### config.mk
export PLATFORM = sky130hd
export DESIGN_NAME = data_mem_arbiter
export DESIGN_NICKNAME = d
export VERILOG_FILES = /design/src/rtl/dmarb_pkg.sv /design/src/rtl/rr_pick2.sv /design/src/rtl/data_mem_arbiter.sv
export SDC_FILE = /design/constraint.sdc
export NUM_CORES = 1
export LEC_CHECK = 0
export ABC_AREA = 1
export CORE_MARGIN = 2
export CORE_UTILIZATION = 50
export CTS_CLUSTER_SIZE = 14
export DETAILED_ROUTE_END_ITERATION = 7
export DONT_BUFFER_PORTS = 1
export GPL_TIMING_DRIVEN = 1
export PLACE_DENSITY = 0.77
export SLEW_MARGIN = 20
export SYNTH_ARGS = -nofsm -noshare
export SYNTH_HDL_FRONTEND = slang
export SYNTH_SLANG_ARGS = --single-unit
export TNS_END_PERCENT = 1
### constraint.sdc
create_clock -name clk -period 6.7 [get_ports clk]
set_input_delay 0.67 -clock clk [delete_from_list [all_inputs] [get_ports clk]]
set_output_delay 0.67 -clock clk [all_outputs]
set_load 0.02 [all_outputs]
### src/rtl/dmarb_pkg.sv
// Shared types for the two-port data memory arbiter: FSM states, port ids, latched command.
package dmarb_pkg;

    typedef enum logic [1:0] {
        IDLE   = 2'd0,
        ACCESS = 2'd1,
        RESP   = 2'd2
    } dmarb_state_t;

    localparam int PORT_CPU = 0;
    localparam int PORT_DMA = 1;

    typedef struct packed {
        logic        we;
        logic [31:0] addr;
        logic [31:0] wdata;
    } dmarb_cmd_t;

endpackage

### src/rtl/rr_pick2.sv
// Combinational 2-way round-robin picker; zero latency, no backpressure of its own.
// On contention the port that did not win last time is granted.
module rr_pick2
    import dmarb_pkg::*;
(
    input  logic [1:0] req,
    input  logic       last,
    output logic       gnt_valid,
    output logic       gnt_idx
);

    assign gnt_valid = |req;
    assign gnt_idx   = (req == 2'b11) ? ~last : req[PORT_DMA];

endmodule

### src/rtl/data_mem_arbiter.sv
// Shares one single-port data memory between CPU (port 0) and DMA (port 1); 3-cycle access.
// Requesters hold req until a one-cycle ack; the loser simply keeps waiting its turn.
module data_mem_arbiter
    import dmarb_pkg::*;
#(
    parameter int DEPTH  = 64,
    parameter int ADDR_W = $clog2(DEPTH)
)
(
    input  logic        clk,
    input  logic        reset,
    input  logic [1:0]  req_i,
    input  logic [1:0]  we_i,
    input  logic [63:0] addr_i,
    input  logic [63:0] wdata_i,
    output logic [1:0]  ack_o,
    output logic [31:0] rdata_o,
    output logic        err_o,
    output logic        mem_we,
    output logic [31:0] mem_addr,
    output logic [31:0] mem_wdata,
    input  logic [31:0] mem_rd
);

    dmarb_state_t state_q, state_d;
    dmarb_cmd_t   cmd_q;
    logic         win_q;
    logic         last_q;
    logic [31:0]  rdata_q;
    logic         err_q;
    logic         gnt_valid;
    logic         gnt_idx;
    logic         ok;

    rr_pick2 u_pick (
        .req       (req_i),
        .last      (last_q),
        .gnt_valid (gnt_valid),
        .gnt_idx   (gnt_idx)
    );

    // High address bits are checked rather than truncated, so nothing aliases into the array.
    assign ok = (cmd_q.addr[1:0] == 2'b00) && (cmd_q.addr[31:ADDR_W+2] == '0);

    assign mem_addr  = {{(32-ADDR_W){1'b0}}, cmd_q.addr[ADDR_W+1:2]};
    assign mem_wdata = cmd_q.wdata;
    assign rdata_o   = rdata_q;
    assign err_o     = err_q;

    always_comb begin
        state_d = state_q;
        ack_o   = 2'b00;
        mem_we  = 1'b0;
        unique case (state_q)
            IDLE: begin
                if (gnt_valid) state_d = ACCESS;
            end
            ACCESS: begin
                mem_we  = cmd_q.we & ok;
                state_d = RESP;
            end
            RESP: begin
                ack_o[win_q] = 1'b1;
                state_d      = IDLE;
            end
            default: state_d = IDLE;
        endcase
    end

    always_ff @(posedge clk or posedge reset) begin
        if (reset) begin
            state_q <= IDLE;
            cmd_q   <= '0;
            win_q   <= 1'b0;
            last_q  <= 1'b1;
            rdata_q <= '0;
            err_q   <= 1'b0;
        end else begin
            state_q <= state_d;
            if (state_q == IDLE && gnt_valid) begin
                win_q       <= gnt_idx;
                last_q      <= gnt_idx;
                cmd_q.we    <= we_i[gnt_idx];
                cmd_q.addr  <= gnt_idx ? addr_i[63:32]  : addr_i[31:0];
                cmd_q.wdata <= gnt_idx ? wdata_i[63:32] : wdata_i[31:0];
            end
            if (state_q == ACCESS) begin
                rdata_q <= (cmd_q.we || !ok) ? 32'd0 : mem_rd;
                err_q   <= !ok;
            end
        end
    end

endmodule

==> results.sh, run 1 <==
export IMPL_syn_area_um2=5240
export IMPL_clkLatencyLatePin_ps=350
export IMPL_max_slew_margin_rel_pct=32.1
export IMPL_pin_count=266
export IMPL_slew_viol_final=0
export IMPL_row_count=37
export IMPL_ctsResizeCount=0
export IMPL_postCtsSetupRepairBufs=0
export IMPL_timing_critical_path_from="state_q[1]"
export IMPL_comb_power_share_pct=29.5
export IMPL_cts_made_buffers=9
export IMPL_p_int_uw=1220
export IMPL_grt_pass1_wl_mm=18.1
export IMPL_via_per_inst=5.37
export IMPL_worstMarginPinSlew_ps=1020
export IMPL_ant_nets=0
export IMPL_path_clk_slew_ps=90
export IMPL_drc=0
export IMPL_criticalPathCategory="reg2out"
export IMPL_routedWlPerCell_um=15.6
export IMPL_dieArea_um2=11300
export IMPL_crit_path_max_fanout=34
export IMPL_path_buf_inv=1
export IMPL_cts_htree_levels=3
export IMPL_ir_drop_v=0.000172
export IMPL_cpMaxStageDelayCell="nor2_4"
export IMPL_cts_hold_buf=0
export IMPL_ys_seq_area_share_pct=48.7
export IMPL_io_buffers=0
export IMPL_switching_share_pct=42.5
export IMPL_final_hold_viol_count=0
export IMPL_layout_drive_gt1_share_pct=4.42
export IMPL_antenna_found_initial=0
export IMPL_wl_mm=11.7
export IMPL_leakage_uw=0.00257
export IMPL_status="finished, final reports clean"
export IMPL_finalCritPeriodShare_pct=49.1
export IMPL_clockRootBuffer="clkbuf_8"
export IMPL_synth_seq_cells=102
export IMPL_powerDensity_nw_per_um2=418
export IMPL_core_area_um2=10200
export IMPL_switching_power_uw=900
export IMPL_fmax_ghz=0.304
export IMPL_fin_nets=773
export IMPL_start_util_pct=51.3
export IMPL_grt_usage_pct=20.1
export IMPL_required_ps=6030
export IMPL_nFillCells=972
export IMPL_setup_violations_final=0
export IMPL_syn_to_final_growth_pct=-3.48
export IMPL_cap_viol_max_count=0
export IMPL_grt_overflow=0
export IMPL_endpoint="mem_we"
export IMPL_path_depth=7
export IMPL_netlist_instances=671
export IMPL_worstPathCellList="inv_1, nand2_2, nor2_1, nand2_1, nor2_4, nand2_1, nor2_1"
export IMPL_hold_path_class="in2async"
export IMPL_critPathCaptureType="output port"
export IMPL_vias=4011
export IMPL_power_share_clock_pct=17.9
export IMPL_die_h_um=106
export IMPL_reg2reg_from="last_q"
export IMPL_first_iter_violations=304
export IMPL_start_kind="flip-flop"
export IMPL_fin_crit_ps=3290
export IMPL_setup_tns_ps=0
export IMPL_cts_sinks=102
export IMPL_diodes=0
export IMPL_worst_r2r_setup_slack_ps=4230
export IMPL_r2r_cells=6
export IMPL_clock_path_buffers=2
export IMPL_die_x_um=106
export IMPL_r2r_end="cmd_q[47]"
export IMPL_grt_max_degree=97
export IMPL_total_power_uw=2120
export IMPL_grt_pass1_vias=3741
export IMPL_arrival_ps=2620
export IMPL_rsz0062_at_grt="no"
export IMPL_gp_congestion=0.796
export IMPL_postSynthAreaPerCell_um2=7.81
export IMPL_dr_pass1_iters=7
export IMPL_cts_tree="built"
export IMPL_ys_types=21
export IMPL_cp_top_family="simple AND/OR/NAND/NOR gates"
export IMPL_slowest_delay_ps=590
export IMPL_p_seq_share_pct=52.6
export IMPL_finalClockSkew_ps=13.9
export IMPL_hpwl_mm=8.21
export IMPL_yosysWarningCount=0
final cells by class:
type,instances,area [um2],area share [%]
sequential,102,2550,50.5
multi-input combinational,424,1860,36.8
inverter,65,246,4.87
tap,136,170,3.36
clock buffer,11,141,2.79
clock inverter,4,47.5,0.939
timing repair buffer,5,37.5,0.742
sequential cells by signal, summed over array words and instances, names as in the netlist:
| name | flops |
|---|---|
| mem_wdata | 32 |
| rdata_o | 32 |
| cmd_q | 27 |
| mem_addr | 6 |
| state_q | 2 |
| err_o | 1 |
| last_q | 1 |
| win_q | 1 |
through the flow:
| step | worst slack (ps) | utilization [%] | instance area (um2) | hold slack, ps | instances |
|---|---|---|---|---|---|
| after global routing | 3130 | 49.5 | 5060 | 291 | 747 |
| after global placement | 3840 | 47.6 | 4870 | 489 | 732 |
| after CTS | 3400 | 49.5 | 5060 | 283 | 747 |
| after detailed placement | 3800 | 47.6 | 4870 | 498 | 732 |
| after floorplan | 3360 | - | 5340 | 463 | 696 |
| final | 3410 | 49.5 | 5060 | 254 | 747 |
power by group through the flow:
stage	Combinational, uW	Clock, uW	Sequential (uW)
global placement	594	0	1120
finish	624	379	1110
CTS	628	388	1110
floorplan	881	0	908
global route	724	418	1140
detailed placement	627	0	1130
cells by family after synthesis:
| family | after synthesis | synth area share (%) |
|---|---|---|
| DFF | 102 | 48.7 |
| and+or+nand+nor | 303 | 23.0 |
| buffers and inverters | 170 | 17.6 |
| AOI/OAI and AO/OA | 95 | 10.6 |
| other | 1 | 0.0715 |
layer usage:
| layer | global-route usage, % | up-vias | wire [um] |
|---|---|---|---|
| li1 | - | 1893 | - |
| met1 | 24.2 | 1874 | 4540 |
| met2 | 32.8 | 212 | 5630 |
| met3 | 6.25 | 32 | 1100 |
| met4 | 9.93 | 0 | 395 |
| met5 | 0 | - | 0 |
worst register-to-register path, delay by kind of cell, from the launching register on:
family / cells / cell delay [ps]
AND/OR/NAND/NOR: 2 / 120
AO/OA/AOI/OAI: 2 / 520
buffers and inverters: 2 / 1150
flip-flops: 1 / 540
how the worst min path moves through the flow:
stage,endpoint,slack [ps],depth (start not counted)
floorplan,last_q,460,2
global placement,last_q,490,2
detailed placement,last_q,500,2
CTS,mem_addr[5],280,1
global route,cmd_q[40],290,1
finish,mem_addr[5],250,1
cell usage in the layout, fill, tap and decap left out, drive strengths merged:
| cell | instances |
|---|---|
| nor2 | 108 |
| nand2 | 159 |
| inv | 65 |
| nor3 | 3 |
| clkinvlp | 1 |
| buf | 5 |
| dfstp | 1 |
| o21ai | 29 |
| conb | 26 |
| dfrtp | 101 |
| nand3 | 32 |
| a21oi | 1 |
| bufinv | 1 |
| a31oi | 38 |
| nand4 | 1 |
| clkinv | 2 |
| clkbuf | 11 |
| o22ai | 27 |
cell usage after synthesis, drive strengths merged:
cell type	instances	area (um2)
nand2	159	599
nor2	108	413
dfrtp	101	2530
buf	87	613
inv	65	244
a31oi	38	238
nand3	32	160
o21ai	29	145
o22ai	27	169
clkbuf	18	67.6
nor3	3	26.3
a21oi	1	5.00
conb	1	3.75
dfstp	1	26.3
nand4	1	6.26
Note: power is estimated with default switching activity, not from simulation.
==> run 2, diff against run 1 <==
ABC_AREA = 0   (was 1)
clock period = 3.4 ns   (was 6.7 ns; I/O delays follow)
==> results.sh, run 2 <==
export IMPL_status="finished, final reports clean"
export IMPL_fmax_ghz=0.388
export IMPL_arrival_ps=2230
export IMPL_clkLatencyLatePin_ps=360
export IMPL_postSynth_asyncResetShare_pct=100
export IMPL_ctsResizeCount=0
export IMPL_synth_area_leaders="dfrtp_1, mux2_2, buf_4"
export IMPL_ant_nets=0
export IMPL_grt_overflow=0
export IMPL_antenna_found_initial=1
export IMPL_worstHoldPathCells=2
export IMPL_syn_to_final_growth_pct=-1.80
export IMPL_final_area_um2=5460
export IMPL_grt_pass1_wl_mm=16.4
export IMPL_synthTopCellsByCount="mux2_2, dfrtp_1, buf_4"
export IMPL_r2r_cells=4
export IMPL_reg2reg_from="cmd_q[54]"
export IMPL_ys_types=28
export IMPL_postCtsSetupRepairBufs=0
export IMPL_dp_cells=525
export IMPL_cts_htree_levels=3
export IMPL_slew_viol_final=0
export IMPL_worst_r2r_setup_slack_ps=1470
export IMPL_cts_sinks=102
export IMPL_ys_seq_area_share_pct=45.9
export IMPL_ir_drop_v=0.000361
export IMPL_die_x_um=109
export IMPL_start_kind="flip-flop"
export IMPL_core_area_um2=10800
export IMPL_synth_seq_cells=102
export IMPL_gp_congestion=0.703
export IMPL_cts_made_buffers=9
export IMPL_r2r_end="rdata_o[30]"
export IMPL_yosysWarningCount=0
export IMPL_io_buffers=0
export IMPL_cap_viol_max_count=0
export IMPL_layout_drive_gt1_share_pct=45.1
export IMPL_final_hold_viol_count=0
export IMPL_synth_top_area_cell="dfrtp_1"
export IMPL_hpwl_mm=8.30
export IMPL_min_delay_worst_endpoint="rdata_o[29]"
export IMPL_finalClockSkew_ps=17.0
export IMPL_cts_tree="built"
export IMPL_comb_power_share_pct=28.4
export IMPL_fin_cells=541
export IMPL_nFillCells=953
export IMPL_min_from="mem_rd[29]"
export IMPL_syn_area_um2=5560
export IMPL_power_share_clock_pct=16.7
export IMPL_row_count=38
export IMPL_synth_top_area_share_pct=45.5
export IMPL_routedWlPerCell_um=20.5
export IMPL_grt_usage_pct=18.3
export IMPL_synth_edf_count=0
export IMPL_switching_share_pct=38.2
export IMPL_dpl_cell_area_um2=5270
export IMPL_diodes=0
export IMPL_fin_crit_ps=2570
export IMPL_first_iter_violations=196
export IMPL_setup_tns_ps=0
export IMPL_via_per_inst=5.59
export IMPL_rsz0062_at_grt="no"
export IMPL_dieArea_um2=12000
export IMPL_clockRootBuffer="clkbuf_8"
export IMPL_grt_max_degree=63
export IMPL_p_seq_share_pct=55.0
export IMPL_path_clk_slew_ps=100
export IMPL_cts_hold_buf=1
export IMPL_vias=3023
export IMPL_powerDensity_nw_per_um2=767
export IMPL_leakage_uw=0.00235
export IMPL_yosysMostFrequentCell="mux2_2"
export IMPL_worstMarginPinSlew_ps=969
export IMPL_finalCritPeriodShare_pct=75.7
export IMPL_dr_pass1_iters=4
export IMPL_criticalPathCategory="reg2out"
export IMPL_pin_count=266
export IMPL_ys_flop_type="dfrtp_1"
export IMPL_netlist_instances=444
export IMPL_wl_mm=11.1
export IMPL_crit_path_max_fanout=21
export IMPL_total_power_uw=4190
export IMPL_final_common_cell="mux2_2"
export IMPL_drc=0
export IMPL_setup_violations_final=0
export IMPL_p_int_uw=2590
export IMPL_start_util_pct=51.3
export IMPL_max_slew_margin_rel_pct=35.4
export IMPL_required_ps=3060
export IMPL_switching_power_uw=1600
export IMPL_die_h_um=109
export IMPL_grt_pass1_vias=3144
export IMPL_postSynthAreaPerCell_um2=12.5
export IMPL_fin_nets=563
export IMPL_most_common_layout_cells="mux2_2, dfrtp_1, nand2_1"
export IMPL_hold_path_class="in2reg"
export IMPL_clock_path_buffers=2
export IMPL_critPathCaptureType="output port"
## run 2: cell types whose count changed after synthesis, moves of 12 or more
cell,before,now
inv_1,65,23
a31oi_1,38,0
o21ai_0,29,0
o31ai_1,0,12
nand3_1,32,13
mux2_2,0,130
nor2_1,107,1
o41ai_2,0,18
nand2_1,158,33
o22ai_1,27,0
## run 2: power groups by stage
| stage | registers [uW] | logic [uW] | clock network, uW |
|---|---|---|---|
| after floorplan | 1870 | 1780 | 0 |
| after global placement | 2310 | 1160 | 0 |
| after detailed placement | 2340 | 1210 | 0 |
| after CTS | 2310 | 1210 | 729 |
| after global routing | 2370 | 1300 | 786 |
| final | 2300 | 1190 | 698 |
## run 2: how the worst max path moves through the flow
stage                    from        end  slack [ps]  cells after the start
floorplan               reset  cmd_q[32]         390                      1
global placement    cmd_q[64]     mem_we        1250                      3
detailed placement  cmd_q[64]     mem_we        1230                      3
CTS                 cmd_q[64]     mem_we         780                      3
global route        cmd_q[64]     mem_we         600                      3
finish              cmd_q[64]     mem_we         830                      3
## run 2: kinds of logic after synthesis
kind of cell	Yosys count	share of synthesized area (%)
DFF	102	45.9
buffers and inverters	115	13.4
muxes	132	26.7
AOI/OAI and AO/OA	34	7.50
and+or+nand+nor	60	6.39
other	1	0.0675
## run 2: layer usage
layer	GRT usage [%]	vias up	routed length (um)
met5	0	-	13
met4	6.78	2	130
met3	4.39	12	875
met2	32.5	163	5790
met1	21.4	1481	4260
li1	-	1365	-
## run 2: per-stage QoR
step	hold WS (ps)	setup slack (ps)	utilization, %
after CTS	95.9	782	50.3
after global routing	103	601	50.3
after global placement	331	1250	48.6
after detailed placement	343	1230	48.6
final	118	826	50.3
after floorplan	478	386	-
## run 2: final cells by class
type                    count  area [um2]  area share, %
well taps                 140         175           3.21
repair buffers              9        95.1           1.74
clock buffers              10         138           2.52
clock inverters             5        36.3          0.665
multi-input cells         252        2370           43.4
flip-flops and latches    102        2550           46.8
inverters                  23        88.8           1.63
## run 2: critical path: stages, from the launching register on
cell	delay, ps
dfrtp_1	1000
inv_1	420
nor3_1	280
buf_4	180
